## config.mk

```make
export PLATFORM = sky130hd
export DESIGN_NAME = fft_bin_reader_flat
export DESIGN_NICKNAME = d
export VERILOG_FILES = /design/src/rtl/fft_bin_reader_if.sv /design/src/rtl/fft_bin_reader.sv /design/src/flat_wrapper.sv
export SDC_FILE = /design/constraint.sdc
export NUM_CORES = 1
export LEC_CHECK = 0
export BUFFER_PORTS_ARGS = -buffer_cell sky130_fd_sc_hd__buf_2
export CAP_MARGIN = 15
export CORE_MARGIN = 2
export CORE_UTILIZATION = 58
export DETAILED_ROUTE_END_ITERATION = 10
export MAX_ROUTING_LAYER = met4
export PLACE_DENSITY = 0.85
export RECOVER_POWER = 25
export SKIP_CTS_REPAIR_TIMING = 1
export SYNTH_ARGS = -nofsm -noshare
export SYNTH_HDL_FRONTEND = slang
export SYNTH_SLANG_ARGS = --single-unit
```

## constraint.sdc

```tcl
create_clock -name i_clk -period 5.6 [get_ports i_clk]
set_clock_uncertainty 0.15 [all_clocks]
set_input_delay 0.84 -clock i_clk [delete_from_list [all_inputs] [get_ports i_clk]]
set_output_delay 0.84 -clock i_clk [all_outputs]
set_load 0.01 [all_outputs]
```

## src/rtl/fft_bin_reader_if.sv

```systemverilog
// Bundles the FFT working-memory read port and the output bin stream of
// fft_bin_reader. Signal names keep the reader-side direction prefixes.
interface fft_bin_reader_if #(
    parameter int DATA_W = 16
);
    // Memory read port (synchronous read, data one cycle after strobe)
    logic              o_mem_rd_en;
    logic [7:0]        o_mem_addr;
    logic [DATA_W-1:0] i_mem_re;
    logic [DATA_W-1:0] i_mem_im;

    // Output stream. A bin transfers on any rising clock edge where
    // o_valid and i_ready are both high; once o_valid rises, o_bin_idx,
    // o_re, o_im and o_last hold until that transfer, and o_valid never
    // falls without it. i_ready may change freely.
    logic              o_valid;
    logic              i_ready;
    logic [6:0]        o_bin_idx;
    logic [DATA_W-1:0] o_re;
    logic [DATA_W-1:0] o_im;
    logic              o_last;

    modport master (
        output o_mem_rd_en, o_mem_addr,
        input  i_mem_re, i_mem_im,
        output o_valid, o_bin_idx, o_re, o_im, o_last,
        input  i_ready
    );

    modport slave (
        input  o_mem_rd_en, o_mem_addr,
        output i_mem_re, i_mem_im,
        input  o_valid, o_bin_idx, o_re, o_im, o_last,
        output i_ready
    );
endinterface

```

## src/rtl/fft_bin_reader.sv

```systemverilog
// Unloads the first 128 bins of a finished 256-point in-place FFT frame
// in natural order. Bin k is read from address bitrev8(k); read data is
// buffered in a 2-entry FIFO so downstream backpressure never drops or
// repeats a bin. The memory port is owned only while o_busy is high.
module fft_bin_reader #(
    parameter int DATA_W = 16
) (
    input  logic              i_clk,
    input  logic              i_rst_n,
    input  logic              i_start,
    output logic              o_busy,
    output logic              o_done,
    output logic [1:0]        o_dbg_state,
    fft_bin_reader_if.master  bus
);
    localparam int ADDR_W   = 8;
    localparam int NUM_BINS = 128;
    localparam logic [6:0] LAST_K = 7'(NUM_BINS - 1);

    typedef enum logic [1:0] {
        S_IDLE  = 2'd0,
        S_READ  = 2'd1,
        S_DRAIN = 2'd2
    } state_t;

    state_t                state_q;
    logic [6:0]            rd_k_q;
    logic [6:0]            out_k_q;
    logic                  inflight_q;
    logic [2*DATA_W-1:0]   fifo_q [2];
    logic                  wr_ptr_q;
    logic                  rd_ptr_q;
    logic [1:0]            count_q;
    logic [1:0]            count_d;
    logic                  done_q;

    logic                  fifo_valid;
    logic                  pop;
    logic [2:0]            occ;
    logic                  rd_en;
    logic [ADDR_W-1:0]     addr_rev;

    assign fifo_valid = (count_q != 2'd0);
    assign pop        = fifo_valid & bus.i_ready;

    // Bit-reversed address: bit i of the address is bit (7-i) of k; k is
    // below 128 so address bit 0 is always zero.
    assign addr_rev = {rd_k_q[0], rd_k_q[1], rd_k_q[2], rd_k_q[3],
                       rd_k_q[4], rd_k_q[5], rd_k_q[6], 1'b0};

    // Issue a read only if the FIFO can still hold it once it returns:
    // entries held plus the one in flight, less the one leaving now.
    always_comb begin
        occ     = {1'b0, count_q} + {2'b00, inflight_q} - {2'b00, pop};
        rd_en   = (state_q == S_READ) && (occ < 3'd2);
        count_d = count_q + {1'b0, inflight_q} - {1'b0, pop};
    end

    // Frame FSM, counters, FIFO storage and the done pulse
    always_ff @(posedge i_clk or negedge i_rst_n) begin
        if (!i_rst_n) begin
            state_q    <= S_IDLE;
            rd_k_q     <= '0;
            out_k_q    <= '0;
            inflight_q <= 1'b0;
            fifo_q[0]  <= '0;
            fifo_q[1]  <= '0;
            wr_ptr_q   <= 1'b0;
            rd_ptr_q   <= 1'b0;
            count_q    <= '0;
            done_q     <= 1'b0;
        end else begin
            done_q     <= 1'b0;
            inflight_q <= rd_en;
            count_q    <= count_d;

            // Returning read data always has room, so push unconditionally
            if (inflight_q) begin
                fifo_q[wr_ptr_q] <= {bus.i_mem_re, bus.i_mem_im};
                wr_ptr_q         <= ~wr_ptr_q;
            end
            if (pop) begin
                rd_ptr_q <= ~rd_ptr_q;
            end

            case (state_q)
                S_IDLE: begin
                    if (i_start) begin
                        state_q <= S_READ;
                        rd_k_q  <= '0;
                        out_k_q <= '0;
                    end
                end
                S_READ: begin
                    if (rd_en) begin
                        if (rd_k_q == LAST_K) begin
                            state_q <= S_DRAIN;
                        end else begin
                            rd_k_q <= rd_k_q + 7'd1;
                        end
                    end
                    // Bin 127 cannot be popped before its read is issued,
                    // so this increment never wraps.
                    if (pop) begin
                        out_k_q <= out_k_q + 7'd1;
                    end
                end
                S_DRAIN: begin
                    if (pop) begin
                        if (out_k_q == LAST_K) begin
                            state_q <= S_IDLE;
                            done_q  <= 1'b1;
                        end else begin
                            out_k_q <= out_k_q + 7'd1;
                        end
                    end
                end
                default: begin
                    state_q <= S_IDLE;
                end
            endcase
        end
    end

    assign o_busy          = (state_q != S_IDLE);
    assign o_done          = done_q;
    assign o_dbg_state     = state_q;

    assign bus.o_mem_rd_en = rd_en;
    assign bus.o_mem_addr  = (state_q == S_READ) ? addr_rev : '0;
    assign bus.o_valid     = fifo_valid;
    assign bus.o_bin_idx   = out_k_q;
    assign bus.o_re        = fifo_q[rd_ptr_q][2*DATA_W-1:DATA_W];
    assign bus.o_im        = fifo_q[rd_ptr_q][DATA_W-1:0];
    assign bus.o_last      = fifo_valid && (out_k_q == LAST_K);
endmodule

```

## src/flat_wrapper.sv

```systemverilog
// flat-port wrapper written by rule: the top's interface ports become plain ports
module fft_bin_reader_flat 
#(
    parameter int DATA_W = 16
)
  (i_clk, i_rst_n, i_start, o_busy, o_done, o_dbg_state, bus_o_mem_rd_en, bus_o_mem_addr, bus_i_mem_re, bus_i_mem_im, bus_o_valid, bus_o_bin_idx, bus_o_re, bus_o_im, bus_o_last, bus_i_ready);
  fft_bin_reader_if #(.DATA_W(DATA_W)) bus_i ();
  input  logic i_clk;
  input  logic i_rst_n;
  input  logic i_start;
  output logic o_busy;
  output logic o_done;
  output logic [1:0] o_dbg_state;
  output wire logic [$bits(bus_i.o_mem_rd_en)-1:0] bus_o_mem_rd_en;
  output wire logic [$bits(bus_i.o_mem_addr)-1:0] bus_o_mem_addr;
  input wire logic [$bits(bus_i.i_mem_re)-1:0] bus_i_mem_re;
  input wire logic [$bits(bus_i.i_mem_im)-1:0] bus_i_mem_im;
  output wire logic [$bits(bus_i.o_valid)-1:0] bus_o_valid;
  output wire logic [$bits(bus_i.o_bin_idx)-1:0] bus_o_bin_idx;
  output wire logic [$bits(bus_i.o_re)-1:0] bus_o_re;
  output wire logic [$bits(bus_i.o_im)-1:0] bus_o_im;
  output wire logic [$bits(bus_i.o_last)-1:0] bus_o_last;
  input wire logic [$bits(bus_i.i_ready)-1:0] bus_i_ready;
  assign bus_o_mem_rd_en = bus_i.o_mem_rd_en;
  assign bus_o_mem_addr = bus_i.o_mem_addr;
  assign bus_i.i_mem_re = bus_i_mem_re;
  assign bus_i.i_mem_im = bus_i_mem_im;
  assign bus_o_valid = bus_i.o_valid;
  assign bus_o_bin_idx = bus_i.o_bin_idx;
  assign bus_o_re = bus_i.o_re;
  assign bus_o_im = bus_i.o_im;
  assign bus_o_last = bus_i.o_last;
  assign bus_i.i_ready = bus_i_ready;
  fft_bin_reader #(.DATA_W(DATA_W)) u_core (.i_clk(i_clk), .i_rst_n(i_rst_n), .i_start(i_start), .o_busy(o_busy), .o_done(o_done), .o_dbg_state(o_dbg_state), .bus(bus_i));
endmodule
```

== After elaboration in Yosys (flattened, before gate mapping) ==
Index checks and enable logic that the tools add are counted.
Word-level totals
  register bits: 86
  bits of input ports: 36
  output and inout bits: 54
  word-level logic and storage cells: 72
Operators by class
  add/sub/neg operators: 6
  order comparisons: 4
  equal/unequal tests: 12
  mux-type cells: 24
  bitwise operators: 5
  reduce and logical (&&, ||, !) cells: 11
Operator list (number)
  $mux 32: 4
  $bwmux 64: 1
  $mux 7: 6
  $demux 32 s1: 1
  $pmux 7 s3: 1
  $add 7x1->7 const B: 2
  $eq 7x7->1 const B: 2
  $pmux 7 s2: 1
  $mux 2: 5
  $ne 2x1->1 const B: 5
  $reduce_and 5->1: 2
  $mux 8: 1
  $ne 2x2->1 const B: 3
  $pmux 2 s3: 1
  $reduce_bool 2->1: 3
  $ge 2x2->1 const B: 2
  $not 1->2: 2
  $reduce_and 4->1: 1
  $add 2x1->3: 1
  $logic_and 1x1->1: 3
  $lt 3x2->1 const B: 1
  $mux 1: 3
  $reduce_bool 3->1: 1
  $sub 3x1->3: 1
  8 further kinds: 9

== Logic depth before layout (Yosys ltp) ==
  depth after elaboration: 7
  depth in mapped cells: 10
  mapped depth without buffers: 10

== Worst setup path before layout ==
No wires, ideal clock.
  path type: input -> output
  from: in bus_i_ready
  to: out bus_o_mem_rd_en
  data arrival time: 2.315 ns
  path slack: 2.295 ns
  stages on the path: 6
  cell sequence: o21ai_1 > or2_2 > nand2_1 > ha_1 > fa_1 > nor3b_1
Between the ends
  word-level cells in the longest chain between the ends: 4
RTL lines
  start, declared: line flat_wrapper.sv:23  | input wire logic [$bits(bus_i.i_ready)-1:0] bus_i_ready;
  $and 1x1->1: line fft_bin_reader.sv:44  | assign pop = fifo_valid & bus.i_ready;
  $sub 3x1->3: line fft_bin_reader.sv:54  | occ = {1'b0, count_q} + {2'b00, inflight_q} - {2'b00, pop};
  $lt 3x2->1: line fft_bin_reader.sv:55  | rd_en = (state_q == S_READ) && (occ < 3'd2);
  $logic_and 1x1->1: line fft_bin_reader.sv:55
  end, declared: line flat_wrapper.sv:14  | output wire logic [$bits(bus_i.o_mem_rd_en)-1:0] bus_o_mem_rd_en;
No other way between the ends.

== Final worst setup path ==
  from: reg u_core.rd_ptr_q
  to: out bus_o_re[15]
Between the ends
  word-level cells in the longest chain between the ends: 4
RTL lines
  start, declared: line fft_bin_reader.sv:32  | logic rd_ptr_q;
  start signal, assigned: line fft_bin_reader.sv:83  | rd_ptr_q <= ~rd_ptr_q;
  $not 1->2 (not written as such): line fft_bin_reader.sv:133  | assign bus.o_re = fifo_q[rd_ptr_q][2*DATA_W-1:DATA_W];
  $mux 32 (not written as such): line fft_bin_reader.sv:133
  $mux 32 (2 in series)
  end, declared: line flat_wrapper.sv:20  | output wire logic [$bits(bus_i.o_re)-1:0] bus_o_re;
No other way between the ends. The select of a mux whose other input is x is not followed.

==> metrics list <==
- Run status: finished, violations left
- The checks that failed: max-capacitance violations, max-slew violations.
* Total die area: between 0.007 and 0.008 mm²
- Die span in y: around 87 µm
- Arrival time at the worst endpoint: ~2700 ps
- Once detail routing completed, the nets flagged for antenna violations numbered 0.
- The most used flip-flop cell after synthesis is dfrtp_1.
* Number of synthesized register bits: 86
- Summed negative setup slack over all endpoints: 0 ps
- In this run the count of I/O pins placed on the die edge is 90.
- STA puts the critical path data required time at about 4600 ps.
* Placer congestion estimate: 0.836
* Final-report max-slew violation count: 71
* Warnings, synthesis: 0
* Total power of the final layout: 2.72 mW
* Mapped Nets: approximately 340
- Fraction of registers with async set or reset after synthesis: between 90% and 100%
- Clock tree from TritonCTS: built
- The number of global-route vias before repair came to about 2,600.
- Number of DRC markers after the initial detailed-route iteration: 83
- After clock tree synthesis, the clock-pin slew on the worst setup and hold paths is 90 ps.
- Cts bufs inserted: 9
* Cell type with the highest aggregate area in the netlist: dfrtp_1
* First-pass detailed-route iteration total: 4
- During placement, the flow inserted port buffers numbering 88.
- Total Wirelength: between 7 and 8 mm
- By area the synthesized netlist is led by dfrtp_1 54%, mux2_2 27%, ha_1 2.2%, and2_1 1.6%, nand2_1 1.1%.
* Power density of the placed cells: just under 600 mW/mm²
- Starting utilization of the core area: 59.3%
* Synth unique cells: 41
- The critical path in this run is classified as flip-flop to primary output.
* Share of final-layout standard cells stronger than drive strength 1: between 50% and 60%
* First-pass GRT wire length: around 12 mm
- Actual slew at the worst max-slew pin: 2100 ps
- Avg Cell Area, Syn: 13.4 µm²
- In the finished design, the share of the clock period the worst path needs comes to 65.7%.
- In this run the number of H-tree levels came out at 3.
- Total routing resource utilization after global routing: between 20% and 30%
* Average detailed-routed wire length per instance: between 15 and 20 µm
- After synthesis, the largest area contributor takes up around 54% of total cell area.
- Leakage power figure: between 2 and 2.5 nW
- Largest net degree at the start of global routing: slightly below 90
- Cells fill 70.2% of the core in the end.
* Max cap viols: 2
- In this run the deepest clock path goes through 2 buffers.
- After layout, the worst setup slack is approximately 1900 ps.
- Clock tree synthesis found a total of 86 sinks.
- Setup repair after global routing left no endpoint under its margin.
- The tree is rooted in a clkbuf_8.
- The worst hold path begins at u_core.fifo_q[33].
- For this run the aggregate overflow at the end of global routing stands at 0.
* Final hold slack: between 300 and 400 ps
- DR vias: around 2,600
* DRC violations left: 0
- The worst setup path is launched from a flip-flop.
- In this run, synthesis inferred 0 flip-flops with an integrated enable.
- 0 antenna diodes ended up in the layout.
* Placement-stage worst setup slack: between 1500 and 2000 ps
- Final min period: between 3000 and 4000 ps
- Antenna violations before repair: 0
- Vias per cell: ~5.6
* Num rows: 30
* Number of failing hold endpoints at the final stage: 0
* Chip width: just under 90 µm
- Worst min path class: flip-flop to flip-flop
- In this run the standard cell core region covers 0.00672 mm².
- Half-perimeter wire length after detailed placement: between 5 and 6 mm
- For this run, the top clock speed supported by timing is around 0.27 GHz.
- Cell area after technology mapping: about 0.0040 mm²
- The startpoint identified for the worst register-to-register timing path is u_core.count_q[1].
- After synthesis, flip-flops and latches occupy about 54% of the total area.
- Peak ir drop on the vdd network: roughly 0.00026 V
- In the synthesized netlist, the number of instances is ~300.
- In this run the worst setup path begins at u_core.rd_ptr_q.
* Worst slew margin relative to its limit: -39.9%
- In this run the worst path has a maximum fanout of 33.
* Area growth syn-to-layout: 18.3%
* Latest clock arrival within the worst-skew pair: around 350 ps
- Number of nets in the final layout: roughly 430
- Setup violations remaining at the end of the flow were counted as 0.
- STA classifies the critical path endpoint as a primary output.
-- report_power, final --
group	switching [mW]	total, mW	internal [mW]
logic	0.554	1.20	0.648
registers	0.168	1.07	0.905
clock network	0.226	0.447	0.221
total	0.948	2.72	1.77
-- worst max-delay path, cell delays in order (launching register included) --
cell	delay, ps
dfrtp_1	330
clkbuf_1	1410
mux2_2	450
buf_2	150
-- synthesized netlist by cell type, types with 3 or more instances --
master,count
buf_2,3
dfrtp_1,86
inv_1,9
or2_2,3
nand2_1,12
ha_1,7
a221o_1,4
nor4b_1,3
mux2_2,96
nor2_1,5
clkbuf_1,8
buf_1,3
mux2i_1,3
o21ai_0,7
nand3_1,8
and2_1,10
-- sequential cells by signal (all words and copies together), names as in the netlist --
name,cells
u_core.fifo_q,64
u_core.wr_ptr_q,1
u_core.o_dbg_state,2
u_core.o_done,1
u_core.inflight_q,1
u_core.rd_ptr_q,1
u_core.rd_k_q,7
u_core.bus.o_bin_idx,7
u_core.count_q,2
-- cells in the final DEF, fill, tap and decap left out, types with 2 or more instances in the layout --
master and instances:
dfrtp_1 86, clkbuf_1 2, ha_1 7, and2_1 10
buf_2 87, clkinv_4 2, mux2i_1 3, a221o_1 4
inv_1 9, clkbuf_8 10, and3_1 2, xnor2_1 2
nand2_1 12, nand3_1 8, nor4b_1 3, o211ai_2 2
or2_2 3, mux2_2 96, o21ai_0 7, nand2b_1 2
o31ai_1 2, nor2_1 5
-- routing by layer --
layer | part of all wire [%] | up-vias | global-route usage (%)
met5 | 0 | - | -
li1 | - | 1238 | -
met3 | 5.3 | 4 | 4.93
met2 | 49 | 69 | 32.8
met4 | 0.76 | 0 | 8.38
met1 | 45 | 1308 | 27.2
-- worst paths after layout --
kind | to | slack (ps) | depth (start not counted)
worst max-delay path | bus_o_re[15] | 1920 | 3
worst min-delay path | u_core.fifo_q[33] | 360 | 1
worst max register to register | u_core.rd_k_q[3] | 2510 | 10
worst min register to register | u_core.fifo_q[33] | 360 | 1
max in group asynchronous | u_core.wr_ptr_q | 3150 | 1
min in group asynchronous | u_core.bus.o_bin_idx[2] | 940 | 1
-- through the flow --
step	std cells	cell area, µm²
detailed placement	453	4490
global placement	453	4490
global route	470	4710
floorplan	298	3990
CTS	469	4690
finish	470	4710
-- final cells by class --
cell class	instances	area, µm²
sequential	86	2150
fill	479	2000
multi-input combinational	188	1740
timing repair buffer	91	478
clock buffer	10	138
tap	80	100
clock inverter	6	68.8
inverter	9	33.8
-- cell families after synthesis --
logic type	after synthesis	synth area share (%)
flip-flops	86	54.0
other	1	0.0941
AND/OR/NAND/NOR	52	7.16
buffers and inverters	24	2.45
adder cells (fa/ha/maj)	8	2.70
AO/OA/AOI/OAI	23	4.43
XOR/XNOR	3	0.659
multiplexers	101	28.5
(Power assumes the default switching activity.)
